===== src/rtl/pfb_pkg.sv =====
// Shared types and defaults for the polyphase filter bank input stage.
package pfb_pkg;

  localparam int M_DEF     = 8;
  localparam int D_DEF     = 6;
  localparam int WIDTH_DEF = 32;
  localparam int CNT_W_DEF = 16;

  typedef struct packed {
    logic signed [WIDTH_DEF/2-1:0] im;
    logic signed [WIDTH_DEF/2-1:0] re;
  } cx_t;

  typedef enum logic {FILL = 1'b0, EMIT = 1'b1} state_t;

  function automatic int ptr_w(input int depth);
    return (depth > 1) ? $clog2(depth) : 1;
  endfunction

endpackage


===== src/rtl/sample_ring.sv =====
// M-entry sample history: one synchronous write port, one asynchronous read port.
module sample_ring
  import pfb_pkg::*;
#(
  parameter int M     = M_DEF,
  parameter int WIDTH = WIDTH_DEF,
  parameter int AW    = ptr_w(M)
) (
  input  logic             clk,
  input  logic             rst,
  input  logic             we,
  input  logic [AW-1:0]    waddr,
  input  logic [WIDTH-1:0] wdata,
  input  logic [AW-1:0]    raddr,
  output logic [WIDTH-1:0] rdata
);

  logic [WIDTH-1:0] mem [M];

  always_ff @(posedge clk) begin
    if (rst) begin
      for (int i = 0; i < M; i++) mem[i] <= '0;
    end else if (we) begin
      mem[waddr] <= wdata;
    end
  end

  assign rdata = mem[raddr];

endmodule


===== src/rtl/pfb_input_buffer.sv =====
// PFB input stage: collects D new samples per frame, then replays the M newest
// samples newest-first. Samples offered during replay are dropped and counted.
module pfb_input_buffer
  import pfb_pkg::*;
#(
  parameter int M     = M_DEF,
  parameter int D     = D_DEF,
  parameter int WIDTH = WIDTH_DEF,
  parameter int CNT_W = CNT_W_DEF
) (
  input  logic             clk,
  input  logic             rst,
  input  logic [WIDTH-1:0] s_axis_tdata,
  input  logic             s_axis_tvalid,
  output logic             s_axis_tready,
  output logic [WIDTH-1:0] m_axis_tdata,
  output logic             m_axis_tvalid,
  input  logic             m_axis_tready,
  output logic             m_axis_tlast,
  output logic [CNT_W-1:0] drop_cnt
);

  localparam int AW = ptr_w(M);
  localparam logic [AW-1:0] IN_LAST  = AW'(D - 1);
  localparam logic [AW-1:0] OUT_LAST = AW'(M - 1);

  function automatic logic [CNT_W-1:0] sat_inc(input logic [CNT_W-1:0] v);
    return (&v) ? v : v + CNT_W'(1);
  endfunction

  state_t           state, state_nxt;
  logic [AW-1:0]    wr_ptr, rd_ptr, in_cnt, out_cnt, out_cnt_nxt;
  logic             rdy_p0, vld_p0, last_p0;
  logic             rdy_nxt, vld_nxt, last_nxt;
  logic             acc, ohs, frame_in_done, frame_out_done;
  logic [WIDTH-1:0] ring_rdata;
  logic [CNT_W-1:0] drop_p0;

  assign acc            = s_axis_tvalid & rdy_p0;
  assign ohs            = vld_p0 & m_axis_tready;
  assign frame_in_done  = acc & (in_cnt == IN_LAST);
  assign frame_out_done = ohs & (out_cnt == OUT_LAST);

  always_ff @(posedge clk) begin
    if (rst) state <= FILL;
    else     state <= state_nxt;
  end

  always_comb begin
    state_nxt = state;
    case (state)
      FILL:    if (frame_in_done)  state_nxt = EMIT;
      EMIT:    if (frame_out_done) state_nxt = FILL;
      default: state_nxt = FILL;
    endcase
  end

  // Handshake outputs are registered from the next state so no input reaches an output combinationally.
  always_comb begin
    out_cnt_nxt = out_cnt;
    if (frame_in_done)  out_cnt_nxt = '0;
    else if (ohs)       out_cnt_nxt = out_cnt + AW'(1);
    rdy_nxt  = (state_nxt == FILL);
    vld_nxt  = (state_nxt == EMIT);
    last_nxt = vld_nxt && (out_cnt_nxt == OUT_LAST);
  end

  always_ff @(posedge clk) begin
    if (rst) begin
      wr_ptr  <= '0;
      rd_ptr  <= '0;
      in_cnt  <= '0;
      out_cnt <= '0;
      rdy_p0  <= 1'b0;
      vld_p0  <= 1'b0;
      last_p0 <= 1'b0;
      drop_p0 <= '0;
    end else begin
      if (acc) begin
        wr_ptr <= wr_ptr + AW'(1);
        if (frame_in_done) begin
          in_cnt <= '0;
          rd_ptr <= wr_ptr;
        end else begin
          in_cnt <= in_cnt + AW'(1);
        end
      end
      if (ohs) rd_ptr <= rd_ptr - AW'(1);
      out_cnt <= out_cnt_nxt;
      rdy_p0  <= rdy_nxt;
      vld_p0  <= vld_nxt;
      last_p0 <= last_nxt;
      if (s_axis_tvalid && !rdy_p0) drop_p0 <= sat_inc(drop_p0);
    end
  end

  sample_ring #(.M(M), .WIDTH(WIDTH)) u_ring (
    .clk   (clk),
    .rst   (rst),
    .we    (acc),
    .waddr (wr_ptr),
    .wdata (s_axis_tdata),
    .raddr (rd_ptr),
    .rdata (ring_rdata)
  );

  assign s_axis_tready = rdy_p0;
  assign m_axis_tvalid = vld_p0;
  assign m_axis_tlast  = last_p0;
  assign m_axis_tdata  = vld_p0 ? ring_rdata : '0;
  assign drop_cnt      = drop_p0;

endmodule


===== config.mk =====
export PLATFORM = sky130hd
export DESIGN_NAME = pfb_input_buffer
export DESIGN_NICKNAME = d
export VERILOG_FILES = /design/src/rtl/pfb_pkg.sv /design/src/rtl/sample_ring.sv /design/src/rtl/pfb_input_buffer.sv
export SDC_FILE = /design/constraint.sdc
export NUM_CORES = 1
export LEC_CHECK = 0
export ABC_AREA = 1
export CAP_MARGIN = 20
export CORE_ASPECT_RATIO = 2
export CORE_MARGIN = 1
export CORE_UTILIZATION = 25
export DETAILED_ROUTE_END_ITERATION = 7
export GPL_ROUTABILITY_DRIVEN = 0
export MAX_ROUTING_LAYER = met4
export PLACE_DENSITY_LB_ADDON = 0.1
export SYNTH_ARGS = -nofsm -noshare
export SYNTH_HDL_FRONTEND = slang
export SYNTH_SLANG_ARGS = --single-unit

===== constraint.sdc =====
create_clock -name clk -period 2.8 [get_ports clk]
set_clock_uncertainty 0.05 [all_clocks]
set_input_delay 0.42 -clock clk [delete_from_list [all_inputs] [get_ports clk]]
set_output_delay 0.42 -clock clk [all_outputs]
set_load 0.03 [all_outputs]

==> run metrics, run 1 <==
status finished, final reports clean; Final Cell Area 15,970 um^2; NumNets Final 1,462; Place WS 299.5 ps; max cap viols 0; ANT nets after route 0; vias in the first global route 10.07k; Worst VDD drop 0.3202 mV; share of cells above drive strength 1 11.30%; HPWL after detailed placement 25,160 um; main combinational cell family by area after synthesis simple AND/OR/NAND/NOR gates; Final Hold Viols 0; clk root buf clkbuf_16; P_sw 2100 uW; Synth Area in Simple Gates 20.18%; area post-placement 14,880 um^2; Area Overhead vs Synth 21.71%; Die X 164.0 um; diodes inserted 0; worst hold margin 451.6 ps; clock network power share 42.8%; Tot GR Track Use 16.59%; Synth area leader edfxtp_1; HP Class reg2reg; global-route wire length before repair 63,550 um; initial antenna violation count 0; WP data required 2330 ps; DRT iter0 DRCs 538; Synth Register Bits 290; Max Root-Sink Buffers 3; fin crit share 95.45%; crit path DAT 2200 ps; WL final 42,900 um; XOR/XNOR Fraction of Synth Area 0.2002%; pwr dens 582.8 nW/um^2; DR vias/cell 4.594; Synth Instances 1,334; sequential area share after synthesis 63.76%; total clock sinks 290; crit end category primary output; CTS tree yes; LEAKAGE 0.006126 uW; Compound-Gate Fraction of Synth Area 9.504%; drt drc 0; Relative slew margins 56.28%; post-synth net total 1,377; RSZ-0062 raised after global routing true; Worst-Margin Slew 652.8 ps; worst r2r src m_axis_tvalid$_SDFF_PP0_; area of the multi-input gates 4055 um^2; hold endpoint in_cnt[0]$_SDFFE_PP0P_; Initial Util 25.33%; final setup margin 127.3 ps; drt pass-1 iters 6; Setup Viol. Count Final 0; Final TNS setup 0 ps; WHS Path Cells 2; Register Area 8381 um^2; Pint 7210 uW; Adder-Cell Fraction of Synth Area 0.6673%; share of the synthesized area in the top cell type 58.57%; Core ar. 51,820 um^2; Design Power 9309 uW; Sw Ratio 22.56%; Syn Std Cell Area 13,130 um^2; # rows 118; Routed wire per std cell 20.41 um; CP Class reg2out; Flop pwr share 52.6%; # IOs 87; Mapped Avg Cell Area 9.839 um^2; max frequency 374.2 MHz; Period minus WS final 2673 ps; Worst R2R Path Depth 4; clk_lat worst skew 570 ps; Vias 9,656; H-tree levels 1; Startpoint Class flip-flop; Pins Over Slew Limit 0; unique cell type count in the Yosys netlist 36; Comb pwr share 4.6%; FF-to-FF setup slack 840 ps; Num CTS Buffers 29; largest net degree at the start of global routing 54; Fillers 5,366; post-synthesis mux area share 0%; PortBufs 86; clock slew at reported path FFs 70 ps; Die ar. 53,480 um^2; Hold Crit Start in_cnt[0]$_SDFFE_PP0P_; GRT overflow 0; Die H 326.0 um; Syn. warnings 0; worst-path fanout max 22; Synth area leaders edfxtp_1, nor2_1, dfxtp_1
[stage by stage]
| stage | instances | utilization, % |
|---|---|---|
| floorplan | 1334 | - |
| global placement | 2041 | 28.71 |
| detailed placement | 2041 | 28.71 |
| CTS | 2099 | 30.73 |
| global route | 2102 | 30.82 |
| finish | 2102 | 30.82 |
[worst max-delay path by stage]
stage,slack (ps),cells past startpoint,start,end
6_report,130,8,flip-flop,m_axis_tdata[9]
4_1_cts,-6,8,flip-flop,m_axis_tdata[9]
3_5_place_dp,300,7,s_axis_tvalid,flip-flop
3_3_place_gp,290,7,s_axis_tvalid,flip-flop
5_1_grt,-9,8,flip-flop,m_axis_tdata[9]
2_1_floorplan,400,5,s_axis_tready$_SDFF_PP0_,u_ring.mem[0][0]$_SDFFCE_PN0P_
[layer usage]
layer  track usage [%]  routed length (um)
met1             18.13               16610
met2             31.13               23730
met3             1.783                1621
met5                 -                   0
met4             4.428                 935
[kinds of logic after synthesis]
logic type / Yosys count
simple gates: 666
xor+xnor: 3
flops: 290
buf+inv: 146
fa+ha+maj: 7
compound gates: 222
[power by group through the flow]
stage / clock network (uW) / logic, uW / registers (uW)
finish: 3990 / 428 / 4890
floorplan: 0 / 203 / 4980
detailed placement: 0 / 440 / 4990
global placement: 0 / 439 / 4990
CTS: 4100 / 443 / 4900
global route: 4240 / 469 / 4910
[critical path, cell delays in order, from the launching register on]
cell and delay (ps):
dfxtp_4 390, clkinv_2 80, buf_4 220, buf_16 190, nor2_1 60, o211ai_1 250, nand2_1 110, nor2_1 140
buf_4 180
[layout make-up]
cell class	count	area share (%)
Timing Repair Buffer	134	9.517
Inverter	66	1.582
Clock buffer	36	4.833
Multi-Input combinational cell	898	25.39
Clock inverter	18	1.050
Sequential cell	290	52.46
Tap cell	660	5.170
[sequential cells by signal (all words and copies together), names as in the netlist, named ones only]
register and flops:
wr_ptr 3, out_cnt 3, drop_cnt 16, u_ring.mem 256, m_axis_tlast 1, m_axis_tvalid 1
in_cnt 3, rd_ptr 3, s_axis_tready 1
[synth_stat cells (all sizes together)]
cell type    n
or2          1
dfxtp       34
nand4        3
o21bai       1
a31oi        1
nor2       532
and2         1
o21ai      135
buf         55
o31ai        1
edfxtp     256
a21oi       19
inv         66
xor2         2
nand3       23
o22ai       32
o21a         1
o211ai      32
ha           7
clkbuf      25
nor3         5
nand2      101
xnor2        1
[cell usage in the layout (no fill, tap or decap), types with 32 or more instances in the layout]
cell,synthesis,layout
nor2_1,529,523
buf_4,10,44
nand2_1,91,83
o21ai_0,132,132
inv_1,63,62
edfxtp_1,256,256
o211ai_1,32,32
o22ai_1,32,32
clkdlybuf4s50_1,0,54
[what timing repair did]
| action | in CTS | in global routing |
|---|---|---|
| setup endpoints to repair | 32 | 22 |
| setup buffers | 3 | 3 |
| pin swaps | 0 | 1 |
| cloned | 1 | 1 |
| hold endpoints to repair | 0 | 0 |
| hold buffers | 0 | 0 |
| resized for setup | 16 | 13 |
No activity file was read; power rests on OpenSTA's default activity.
==> run 2: changes to the inputs <==
--- a/config.mk
+++ b/config.mk
@@ -8,7 +8,6 @@
 export ABC_AREA = 1
 export CAP_MARGIN = 20
 export CORE_ASPECT_RATIO = 2
-export CORE_MARGIN = 1
 export CORE_UTILIZATION = 25
 export DETAILED_ROUTE_END_ITERATION = 7
 export GPL_ROUTABILITY_DRIVEN = 0
==> results of run 2 <==
Final layout, timing and power as in run 1 (identical DEF).
==> run 3: changes to the inputs <==
==> constraint.sdc (replaced) <==
create_clock -name clk -period 2.95 [get_ports clk]
set_clock_uncertainty 0.05 [all_clocks]
set_input_delay 0.4425 -clock clk [delete_from_list [all_inputs] [get_ports clk]]
set_output_delay 0.4425 -clock clk [all_outputs]
set_load 0.03 [all_outputs]
==> run 3 against run 2 <==
Effect of this change:
- routed wire length is 3.5% lower
- flip-flop and latch count stayed put
- register-to-register slack better by 300 ps
- highest routed layer unchanged
- utilization is 0.26 points lower
- clock-buffer cell count unchanged
- final cell count fell by 0.48%
- sequential power fell by 5.1%
- first-iteration DRC count is 17% lower
- via count fell by 0.74%
==> run metrics, run 3 (same netlist as run 1, synthesis figures left out) <==
Area Overhead vs Synth 20.69%; highest-count cells in the layout ignoring fill and taps nor2_1, edfxtp_1, o21ai_0, nand2_1, inv_1; Final Hold Viols 0 (unchanged); final core utilization 30.57% (-0.26 points); clock slew at reported path FFs 70 ps (about the same); Worst R2R Path Depth 5 (+1); worst-path fanout max 16 (-27%); Die X 164.0 um (unchanged); crit path DAT 2320 ps (+120 ps); initial antenna violation count 0 (unchanged); Num CTS Buffers 29 (unchanged); FF-to-FF setup slack 1140 ps (+300 ps); HPWL after detailed placement 24,720 um (-1.8%); Design Power 9010 uW (-3.2%); largest net degree at the start of global routing 61 (+13%); drt drc 0 (unchanged); Die ar. 53,480 um^2 (unchanged); Max Root-Sink Buffers 3 (unchanged); CTS tree yes; critical path, cell by cell buf_4, buf_4, nand2_1, nor2_1, buf_12; final setup margin 135.6 ps (+8.234 ps); max frequency 355.3 MHz; pwr dens 568.8 nW/um^2 (-2.4%); global-route wire length before repair 62,760 um (-1.2%); Worst path max stage delay 580 ps (+190 ps); crit end category primary output; Largest register FFs 256 (unchanged); Die H 326.0 um (unchanged); Worst VDD drop 0.3779 mV (+18%); Biggest register u_ring.mem; LEAKAGE 0.006083 uW (-0.70%); CP Class reg2out; Core ar. 51,820 um^2 (unchanged); busiest grt layer met2; PortBufs 86 (unchanged); WL final 41,400 um (-3.5%); total clock sinks 290 (unchanged); routing usage on met1 17.63% (-0.50 points); HP Class reg2reg; delay-heaviest family, CP buffers and inverters; Final TNS setup 0 ps (unchanged); # IOs 87 (unchanged); Tot GR Track Use 16.33% (-0.26 points); DR vias/cell 4.582 (-0.26%); max cap viols 0 (unchanged); # rows 118 (unchanged); ANT nets after route 0 (unchanged); clk_lat worst skew 550 ps (-20 ps); NumNets Final 1,453 (-0.62%); status finished, final reports clean; WP data required 2460 ps (+130 ps); met3 Use GR 1.719% (-0.064 points); GRT met2 Usage 31.21% (+0.083 points); diodes inserted 0 (unchanged); fin crit share 95.40%; Critical Path Sink m_axis_tdata[25]; Startpoint Class flip-flop; Setup Viol. Count Final 0 (unchanged); Worst Path Buf+Inv 3 (-1); drt pass-1 iters 6 (unchanged); H-tree levels 1 (unchanged); RSZ-0062 raised after global routing false; share of cells above drive strength 1 10.61% (-0.69 points); worst r2r src s_axis_tready$_SDFF_PP0_; vias in the first global route 10.17k (+0.90%); slowest CP cell dfxtp_2; most common cell after layout, fill and taps aside nor2_1; Routed wire per std cell 19.79 um (-3.0%); Vias 9,585 (-0.74%); Place WS 408.0 ps (+108.6 ps); worst reg2reg endpoint u_ring.mem[1][19]$_SDFFCE_PN0P_; number of buffers inserted by hold repair at cts 0 (unchanged); Initial Util 25.33% (unchanged); CP Launch Point m_axis_tvalid$_SDFF_PP0_; cell depth of the worst setup path 5 (-3); clk root buf clkbuf_16; Worst path most repeated cell buf_4; Pins Over Slew Limit 0 (unchanged); Relative slew margins 57.88% (+1.6 points); GRT overflow 0 (unchanged); DRT iter0 DRCs 446 (-17%); Period minus WS final 2814 ps; Worst-Margin Slew 631.8 ps (-21.03 ps)
==> run 3: cell count changes in the layout (fill, tap and decap cells not counted), sizes merged <==
| cell | previous run | this run |
|---|---|---|
| inv | 66 | 64 |
| clkbuf | 39 | 36 |
| bufinv | 3 | 5 |
| dlygate4sd2 | 0 | 4 |
| clkinv | 13 | 10 |
| clkinvlp | 2 | 4 |
| clkdlybuf4s15 | 2 | 0 |
| buf | 75 | 67 |
==> run 3: worst min-delay path by stage <==
stage / startpoint / to / slack (ps) / depth (start not counted)
after detailed placement: in_cnt[0]$_SDFFE_PP0P_ / in_cnt[0]$_SDFFE_PP0P_ / 450 / 2
final: in_cnt[0]$_SDFFE_PP0P_ / in_cnt[0]$_SDFFE_PP0P_ / 460 / 2
after floorplan: in_cnt[0]$_SDFFE_PP0P_ / in_cnt[0]$_SDFFE_PP0P_ / 420 / 2
after global routing: in_cnt[0]$_SDFFE_PP0P_ / in_cnt[0]$_SDFFE_PP0P_ / 510 / 2
after global placement: in_cnt[0]$_SDFFE_PP0P_ / in_cnt[0]$_SDFFE_PP0P_ / 450 / 2
after CTS: in_cnt[0]$_SDFFE_PP0P_ / in_cnt[0]$_SDFFE_PP0P_ / 460 / 2
==> run 3: metrics by stage <==
step / std cells / area, um^2 / hold slack, ps
6_report: 2092 / 15840 / 456.4
5_1_grt: 2092 / 15840 / 514.3
4_1_cts: 2092 / 15830 / 457.8
3_5_place_dp: 2038 / 14810 / 447.5
3_3_place_gp: 2038 / 14810 / 446.2
2_1_floorplan: 1334 / 13130 / 420.7
==> run 3: routing by layer <==
metal  part of all wire (%)  wire length, um  vias up
met2                     56            23260      143
met3                    3.0             1261       37
li1                       -                -     4633
met1                     39            16220     4772
met5                      0                0        -
met4                    1.6              657        0
==> run 3: layout make-up <==
class,count,area (um^2)
clock inverter,17,222.7
multi-input combinational,898,4035
sequential,290,8378
tap,660,825.8
fill,5391,35980
inverter,66,252.7
timing repair buffer,125,1344
clock buffer,36,782.0
==> run 3: repair_timing <==
action | 4_1_cts | 5_1_grt
setup endpoints to repair | 22 | 8
pin swaps | 0 | 0
gates resized for setup | 8 | 4
setup buffers | 1 | 0
==> run 3: tightest hold or removal path, stage by stage, from the launching register on <==
cell and delay, ps:
dfxtp_1 340, nand2_1 70, a21oi_1 50
==> run 3: power by group <==
| group | switching, uW | leakage, uW | internal, uW |
|---|---|---|---|
| Clock | 1650 | 0.000486 | 2320 |
| Sequential | 44.3 | 0.00293 | 4600 |
| Combinational | 274 | 0.00267 | 122 |
| Total | 1970 | 0.00608 | 7040 |
